### src/rtl/operand_stage_pkg.sv
// ---------------------------------------------------------------------------
// operand_stage_pkg : shared select codes and state encoding   (rev 1.0)
// ---------------------------------------------------------------------------
`default_nettype none

package operand_stage_pkg;

  // Raw source slots; OP1 and OP2 share slots 0-2 and differ only in slot 3.
  localparam logic [1:0] SRC_CODE_IMM  = 2'd0;
  localparam logic [1:0] SRC_CODE_INST = 2'd1;
  localparam logic [1:0] SRC_CODE_RD   = 2'd2;
  localparam logic [1:0] SRC_CODE_ALT  = 2'd3;

  typedef enum logic [1:0] {
    OP1_SRC_IMM  = SRC_CODE_IMM,
    OP1_SRC_INST = SRC_CODE_INST,
    OP1_SRC_RD   = SRC_CODE_RD,
    OP1_SRC_PC   = SRC_CODE_ALT
  } op1_src_e;

  typedef enum logic [1:0] {
    OP2_SRC_IMM  = SRC_CODE_IMM,
    OP2_SRC_INST = SRC_CODE_INST,
    OP2_SRC_RD   = SRC_CODE_RD,
    OP2_SRC_ZERO = SRC_CODE_ALT
  } op2_src_e;

  typedef enum logic [1:0] {
    ST_EMPTY = 2'd0,
    ST_ONE   = 2'd1,
    ST_FULL  = 2'd2
  } state_e;

endpackage

`default_nettype wire

### src/rtl/operand_stage_sel.sv
// ---------------------------------------------------------------------------
// operand_sel : one-operand source mux with writeback bypass     (rev 1.0)
// ---------------------------------------------------------------------------
`default_nettype none

module operand_sel
  import operand_stage_pkg::*;
#(
  parameter int WIDTH  = 32,
  parameter int RIDX_W = 5,
  parameter int SEL_W  = 2
) (
  input  logic [SEL_W-1:0]  sel,
  input  logic [WIDTH-1:0]  src_imm,
  input  logic [WIDTH-1:0]  src_inst,
  input  logic [WIDTH-1:0]  src_rd,
  input  logic [WIDTH-1:0]  src_alt,
  input  logic [RIDX_W-1:0] rs_idx,
  input  logic              wb_en,
  input  logic [RIDX_W-1:0] wb_idx,
  input  logic [WIDTH-1:0]  wb_data,
  output logic [WIDTH-1:0]  value,
  output logic              is_reg
);

  always_comb begin
    value  = '0;
    is_reg = (sel == SEL_W'(SRC_CODE_RD));
    case (sel)
      SEL_W'(SRC_CODE_IMM):  value = src_imm;
      SEL_W'(SRC_CODE_INST): value = src_inst;
      SEL_W'(SRC_CODE_RD):   value = src_rd;
      SEL_W'(SRC_CODE_ALT):  value = src_alt;
      default:               value = '0;
    endcase
    // Register 0 is hardwired, so a writeback to it is never forwarded.
    if (is_reg && wb_en && (wb_idx == rs_idx) && (rs_idx != '0))
      value = wb_data;
  end

endmodule

`default_nettype wire

### src/rtl/operand_stage.sv
// ---------------------------------------------------------------------------
// operand_stage : operand select + bypass behind a 2-entry skid buffer (rev 1.0)
// ---------------------------------------------------------------------------
`default_nettype none

module operand_stage
  import operand_stage_pkg::*;
#(
  parameter int WIDTH  = 32,
  parameter int RIDX_W = 5,
  parameter int SEL_W  = 2
) (
  input  logic              clk,
  input  logic              rst,
  input  logic              in_valid,
  output logic              in_ready,
  input  logic [WIDTH-1:0]  imm,
  input  logic [WIDTH-1:0]  inst,
  input  logic [WIDTH-1:0]  pc,
  input  logic [WIDTH-1:0]  rd1,
  input  logic [WIDTH-1:0]  rd2,
  input  logic [RIDX_W-1:0] rs1_idx,
  input  logic [RIDX_W-1:0] rs2_idx,
  input  logic [SEL_W-1:0]  ctl1,
  input  logic [SEL_W-1:0]  ctl2,
  input  logic              wb_en,
  input  logic [RIDX_W-1:0] wb_idx,
  input  logic [WIDTH-1:0]  wb_data,
  output logic              out_valid,
  input  logic              out_ready,
  output logic [WIDTH-1:0]  op1,
  output logic [WIDTH-1:0]  op2
);

  state_e             state;
  logic [WIDTH-1:0]   new_op1, new_op2;
  logic               new_reg1, new_reg2;
  logic [WIDTH-1:0]   out_op1, out_op2, skid_op1, skid_op2;
  logic               out_reg1, out_reg2, skid_reg1, skid_reg2;
  logic [RIDX_W-1:0]  out_idx1, out_idx2, skid_idx1, skid_idx2;
  logic [WIDTH-1:0]   out_op1_p, out_op2_p, skid_op1_p, skid_op2_p;
  logic               accept, consume;

  assign accept  = in_valid && in_ready;
  assign consume = out_valid && out_ready;
  assign op1     = out_op1;
  assign op2     = out_op2;

  operand_sel #(.WIDTH(WIDTH), .RIDX_W(RIDX_W), .SEL_W(SEL_W)) u_sel1 (
    .sel(ctl1), .src_imm(imm), .src_inst(inst), .src_rd(rd1), .src_alt(pc),
    .rs_idx(rs1_idx), .wb_en(wb_en), .wb_idx(wb_idx), .wb_data(wb_data),
    .value(new_op1), .is_reg(new_reg1)
  );

  operand_sel #(.WIDTH(WIDTH), .RIDX_W(RIDX_W), .SEL_W(SEL_W)) u_sel2 (
    .sel(ctl2), .src_imm(imm), .src_inst(inst), .src_rd(rd2), .src_alt('0),
    .rs_idx(rs2_idx), .wb_en(wb_en), .wb_idx(wb_idx), .wb_data(wb_data),
    .value(new_op2), .is_reg(new_reg2)
  );

  function automatic logic [WIDTH-1:0] patch(
    input logic [WIDTH-1:0]  val,
    input logic              is_reg,
    input logic [RIDX_W-1:0] idx,
    input logic              en,
    input logic [RIDX_W-1:0] widx,
    input logic [WIDTH-1:0]  wdata
  );
    patch = (is_reg && en && (widx == idx) && (idx != '0)) ? wdata : val;
  endfunction

  // Held operands track register writebacks for as long as they wait.
  assign out_op1_p  = patch(out_op1,  out_reg1,  out_idx1,  wb_en, wb_idx, wb_data);
  assign out_op2_p  = patch(out_op2,  out_reg2,  out_idx2,  wb_en, wb_idx, wb_data);
  assign skid_op1_p = patch(skid_op1, skid_reg1, skid_idx1, wb_en, wb_idx, wb_data);
  assign skid_op2_p = patch(skid_op2, skid_reg2, skid_idx2, wb_en, wb_idx, wb_data);

  always_ff @(posedge clk) begin
    if (rst) begin
      state     <= ST_EMPTY;
      out_valid <= 1'b0;
      in_ready  <= 1'b1;
    end else begin
      case (state)
        ST_EMPTY: if (accept) begin
          state     <= ST_ONE;
          out_valid <= 1'b1;
        end
        ST_ONE: begin
          if (accept && !consume) begin
            state    <= ST_FULL;
            in_ready <= 1'b0;
          end else if (consume && !accept) begin
            state     <= ST_EMPTY;
            out_valid <= 1'b0;
          end
        end
        ST_FULL: if (consume) begin
          state    <= ST_ONE;
          in_ready <= 1'b1;
        end
        default: begin
          state     <= ST_EMPTY;
          out_valid <= 1'b0;
          in_ready  <= 1'b1;
        end
      endcase
    end
  end

  always_ff @(posedge clk) begin
    if (rst) begin
      out_op1  <= '0;  out_op2  <= '0;
      out_reg1 <= 1'b0; out_reg2 <= 1'b0;
      out_idx1 <= '0;  out_idx2 <= '0;
      skid_op1 <= '0;  skid_op2 <= '0;
      skid_reg1 <= 1'b0; skid_reg2 <= 1'b0;
      skid_idx1 <= '0; skid_idx2 <= '0;
    end else begin
      out_op1  <= out_op1_p;
      out_op2  <= out_op2_p;
      skid_op1 <= skid_op1_p;
      skid_op2 <= skid_op2_p;
      if (accept && (state == ST_EMPTY || consume)) begin
        out_op1  <= new_op1;  out_op2  <= new_op2;
        out_reg1 <= new_reg1; out_reg2 <= new_reg2;
        out_idx1 <= rs1_idx;  out_idx2 <= rs2_idx;
      end else if (accept) begin
        skid_op1  <= new_op1;  skid_op2  <= new_op2;
        skid_reg1 <= new_reg1; skid_reg2 <= new_reg2;
        skid_idx1 <= rs1_idx;  skid_idx2 <= rs2_idx;
      end else if (state == ST_FULL && consume) begin
        out_op1  <= skid_op1_p; out_op2  <= skid_op2_p;
        out_reg1 <= skid_reg1;  out_reg2 <= skid_reg2;
        out_idx1 <= skid_idx1;  out_idx2 <= skid_idx2;
      end
    end
  end

endmodule

`default_nettype wire

### config.mk
export PLATFORM = sky130hd
export DESIGN_NAME = operand_stage
export DESIGN_NICKNAME = d
export VERILOG_FILES = /design/src/rtl/operand_stage_pkg.sv /design/src/rtl/operand_stage_sel.sv /design/src/rtl/operand_stage.sv
export SDC_FILE = /design/constraint.sdc
export NUM_CORES = 1
export LEC_CHECK = 0
export CORE_ASPECT_RATIO = 1.2
export CORE_MARGIN = 10
export CORE_UTILIZATION = 53
export DETAILED_ROUTE_END_ITERATION = 6
export PLACE_DENSITY = 0.87
export SLEW_MARGIN = 20
export SYNTH_ARGS = -nofsm -noshare
export SYNTH_HDL_FRONTEND = slang
export SYNTH_HIERARCHICAL = 1
export SYNTH_SLANG_ARGS = --single-unit
export TNS_END_PERCENT = 30
### constraint.sdc
create_clock -name clk -period 7.4 [get_ports clk]
set_input_delay 1.85 -clock clk [delete_from_list [all_inputs] [get_ports clk]]
set_output_delay 1.85 -clock clk [all_outputs]
set_load 0.02 [all_outputs]
==> results_dict.tcl <==
set metrics [dict create \
    outcome "finished clean" \
    drc 0 \
    start_util_pct 54.1 \
    cts_made_buffers 17 \
    clock-root-buffer "clkbuf_16" \
    met1_length_um 13400 \
    yosys.area_share.simple_pct 12.1 \
    grt_first_pass_wirelength_um 56400 \
    cp.arrival_ns 5.36 \
    die_y_um 172 \
    yosys_warnings 6 \
    path_clk_slew_ns 0.06 \
    max_freq_ghz 0.200 \
    postCtsSetupBuffers 0 \
    cts_resized 0 \
    die_w_um 147 \
    gp_congestion 0.887 \
    avgViaCountPerCell 6.56 \
    ys_seq_area_share_pct 30.5 \
    reg2reg_from "out_idx2[3]$_SDFFE_PP0P_" \
    pin_count 282 \
    setup_viol 0 \
    ys_types 51 \
    avgSynthCellArea_um2 9.79 \
    wl_met3_um 2990 \
    synth_mux_area_share_pct 26.5 \
    peakVddDrop_mv 0.189 \
    final_common_cell "clkdlybuf4s50_1" \
    syn2layout_area_growth_pct 33.3 \
    clk_latency_ns 0.43 \
    die_area_mm2 0.0253 \
    rows 55 \
    synth_top_family_by_area "multiplexers" \
    cp-end-kind "register" \
    leakagePower_nw 5.24 \
    finalCritPeriodShare_pct 67.5 \
    first_pass_iters 5 \
    cts_buffer_depth 2 \
    start_kind "primary input" \
    wl_per_cell_um 23.5 \
    hp-start "skid_op2[26]$_SDFF_PP0_" \
    io_buffers 281 \
    drive_gt1_share_pct 15.1 \
    powerDensity_mw_per_mm2 200 \
    post-route-util_pct 72.1 \
    vias 10200 \
    reg2regPathDepth 6 \
    synthCells 1045 \
    grt_pass1_vias 10600 \
    fin_setup_tns_ns 0 \
    tightest_slew_ns 1.02 \
    ys_async_sr_fraction_pct 0 \
    holdBufCountCts 0 \
    synth_seq_cells 156 \
    first_iter_violations 860 \
    hold_viol_final 0 \
    drt_wl_total_um 36400 \
    coreArea_mm2 0.0189 \
    cts_tree "yes" \
    critPathMaxFanout 33 \
    antenna_cells 0 \
    syn_area_mm2 0.0102 \
    finClkSkew_ns 0.00765 \
    yosys.area_share.adder_pct 0.245 \
    final_nets 1500 \
    hold_class "reg2reg" \
    finalCriticalPeriod_ns 5.00 \
    min_to "op2[26]$_SDFF_PP0_" \
    synth_compound_area_share_pct 21.9 \
    layout_common_cells "276 x clkdlybuf4s50_1, 156 x dfxtp_1, 119 x nor2_1" \
    route.antenna.remaining_nets 0 \
    overflow 0 \
    place_hpwl_um 24000 \
    critical_path_required_ns 7.76 \
    synth_enable_flop_cells 0 \
    worstHoldPathCells 1 \
    critPathLaunch "wb_idx[3]" \
    grt_max_degree 87 \
    wl_met2_um 18800 \
    fillers 1369 \
    rsz0062_at_grt "no" \
    grt_util_all_layers_pct 27.6 \
    crit_type "in2reg" \
    slew_headroom_pct 32.1 \
    drv_slew 0 \
    r2r_setup_slack_ns 4.21 \
    numClockSinks 156 \
    synth_ff_type "dfxtp_1" \
    ctsHtreeMaxLevel 4 \
    drv_cap 0 \
    grt_antenna_before_repair 1 \
    r2r-end "op2[8]$_SDFF_PP0_" \
    top_layer "met5" \
    synth_xor_area_share_pct 2.21 \
]
-- per-stage QoR --
step           power, mW  worst slack [ns]  cells  hold WS (ns)  instance area (um^2)
6_report            2.73              2.40   1550         0.480                 13600
5_1_grt             2.84              2.33   1550         0.499                 13600
4_1_cts             2.72              2.51   1550         0.479                 13600
3_5_place_dp        1.93              2.05   1519         0.464                 13100
3_3_place_gp        1.90              2.18   1519         0.460                 13100
2_1_floorplan       1.53              3.68   1076         0.449                 10300
-- cells in the mapped netlist, types with 3 or more instances --
cell / count / area (um^2)
buf_4: 3 / 22.5
a32o_1: 32 / 320
a31oi_1: 33 / 206
a211oi_1: 65 / 488
mux2i_1: 32 / 320
a2111oi_0: 32 / 280
a311oi_1: 32 / 280
clkbuf_1: 75 / 282
mux2_4: 60 / 901
nand3_1: 5 / 25.0
a21oi_1: 18 / 90.1
nand2_1: 101 / 379
o22ai_1: 8 / 50.1
mux4_2: 64 / 1440
mux2_1: 4 / 45.0
nor3_1: 13 / 65.1
nor4_1: 3 / 18.8
nor2b_1: 33 / 206
buf_6: 13 / 146
nor2_1: 121 / 454
a222oi_1: 4 / 40.0
xor2_1: 13 / 114
xnor2_1: 11 / 96.3
buf_2: 16 / 80.1
dfxtp_1: 156 / 3120
a221o_1: 30 / 300
inv_1: 35 / 131
-- area by class of cell --
type,count,area [um^2],share of cell area [%]
Sequential cell,156,3120,22.9
Timing Repair Buffer,294,2890,21.2
Inverter,37,139,1.02
Tap cell,256,320,2.35
Clock buffer,21,470,3.45
Clock inverter,10,68.8,0.504
Multi-Input combinational cell,776,6630,48.6
-- routing by layer --
layer | vias up | global-route usage (%)
li1 | 4465 | -
met1 | 4949 | 30.8
met2 | 617 | 49.1
met3 | 129 | 7.11
met4 | 2 | 11.5
met5 | - | 0
-- where the power goes --
group / total, mW / switching, mW / leakage [nW] / internal, mW
Combinational: 0.916 / 0.468 / 3.71 / 0.447
Sequential: 1.01 / 0.0645 / 1.28 / 0.947
Clock: 0.805 / 0.353 / 0.249 / 0.451
-- worst max path at each step --
stage          cells after the start           endpoint  slack (ns)
6_report                           7  op2[8]$_SDFF_PP0_        2.40
5_1_grt                            7  op2[8]$_SDFF_PP0_        2.33
4_1_cts                            7  op2[8]$_SDFF_PP0_        2.51
3_5_place_dp                       7  op2[8]$_SDFF_PP0_        2.05
3_3_place_gp                       7  op2[0]$_SDFF_PP0_        2.18
2_1_floorplan                      6  op2[1]$_SDFF_PP0_        3.68
-- registers in the layout (all words and copies together), names as in the netlist --
| signal | flops |
|---|---|
| state | 2 |
| out_idx1 | 5 |
| out_reg1 | 1 |
| out_idx2 | 5 |
| out_valid | 1 |
| op1 | 32 |
| skid_idx1 | 5 |
| skid_op2 | 32 |
| skid_op1 | 32 |
| out_reg2 | 1 |
| skid_reg2 | 1 |
| op2 | 32 |
| in_ready | 1 |
| skid_reg1 | 1 |
| skid_idx2 | 5 |
-- logic make-up after synthesis --
group,Yosys count
flip-flops,156
multiplexers,160
other,1
AO/OA/AOI/OAI,271
AND/OR/NAND/NOR,286
XOR/XNOR,25
buffers and inverters,144
adder cells (fa/ha/maj),2
-- critical path, stage by stage --
cell and delay, ns:
clkdlybuf4s50_1 0.75, xnor2_2 0.16, o2111ai_1 0.14, or4_2 1.12, o32ai_4 0.67, buf_4 0.41, a221o_1 0.21
(Power assumes the default switching activity.)
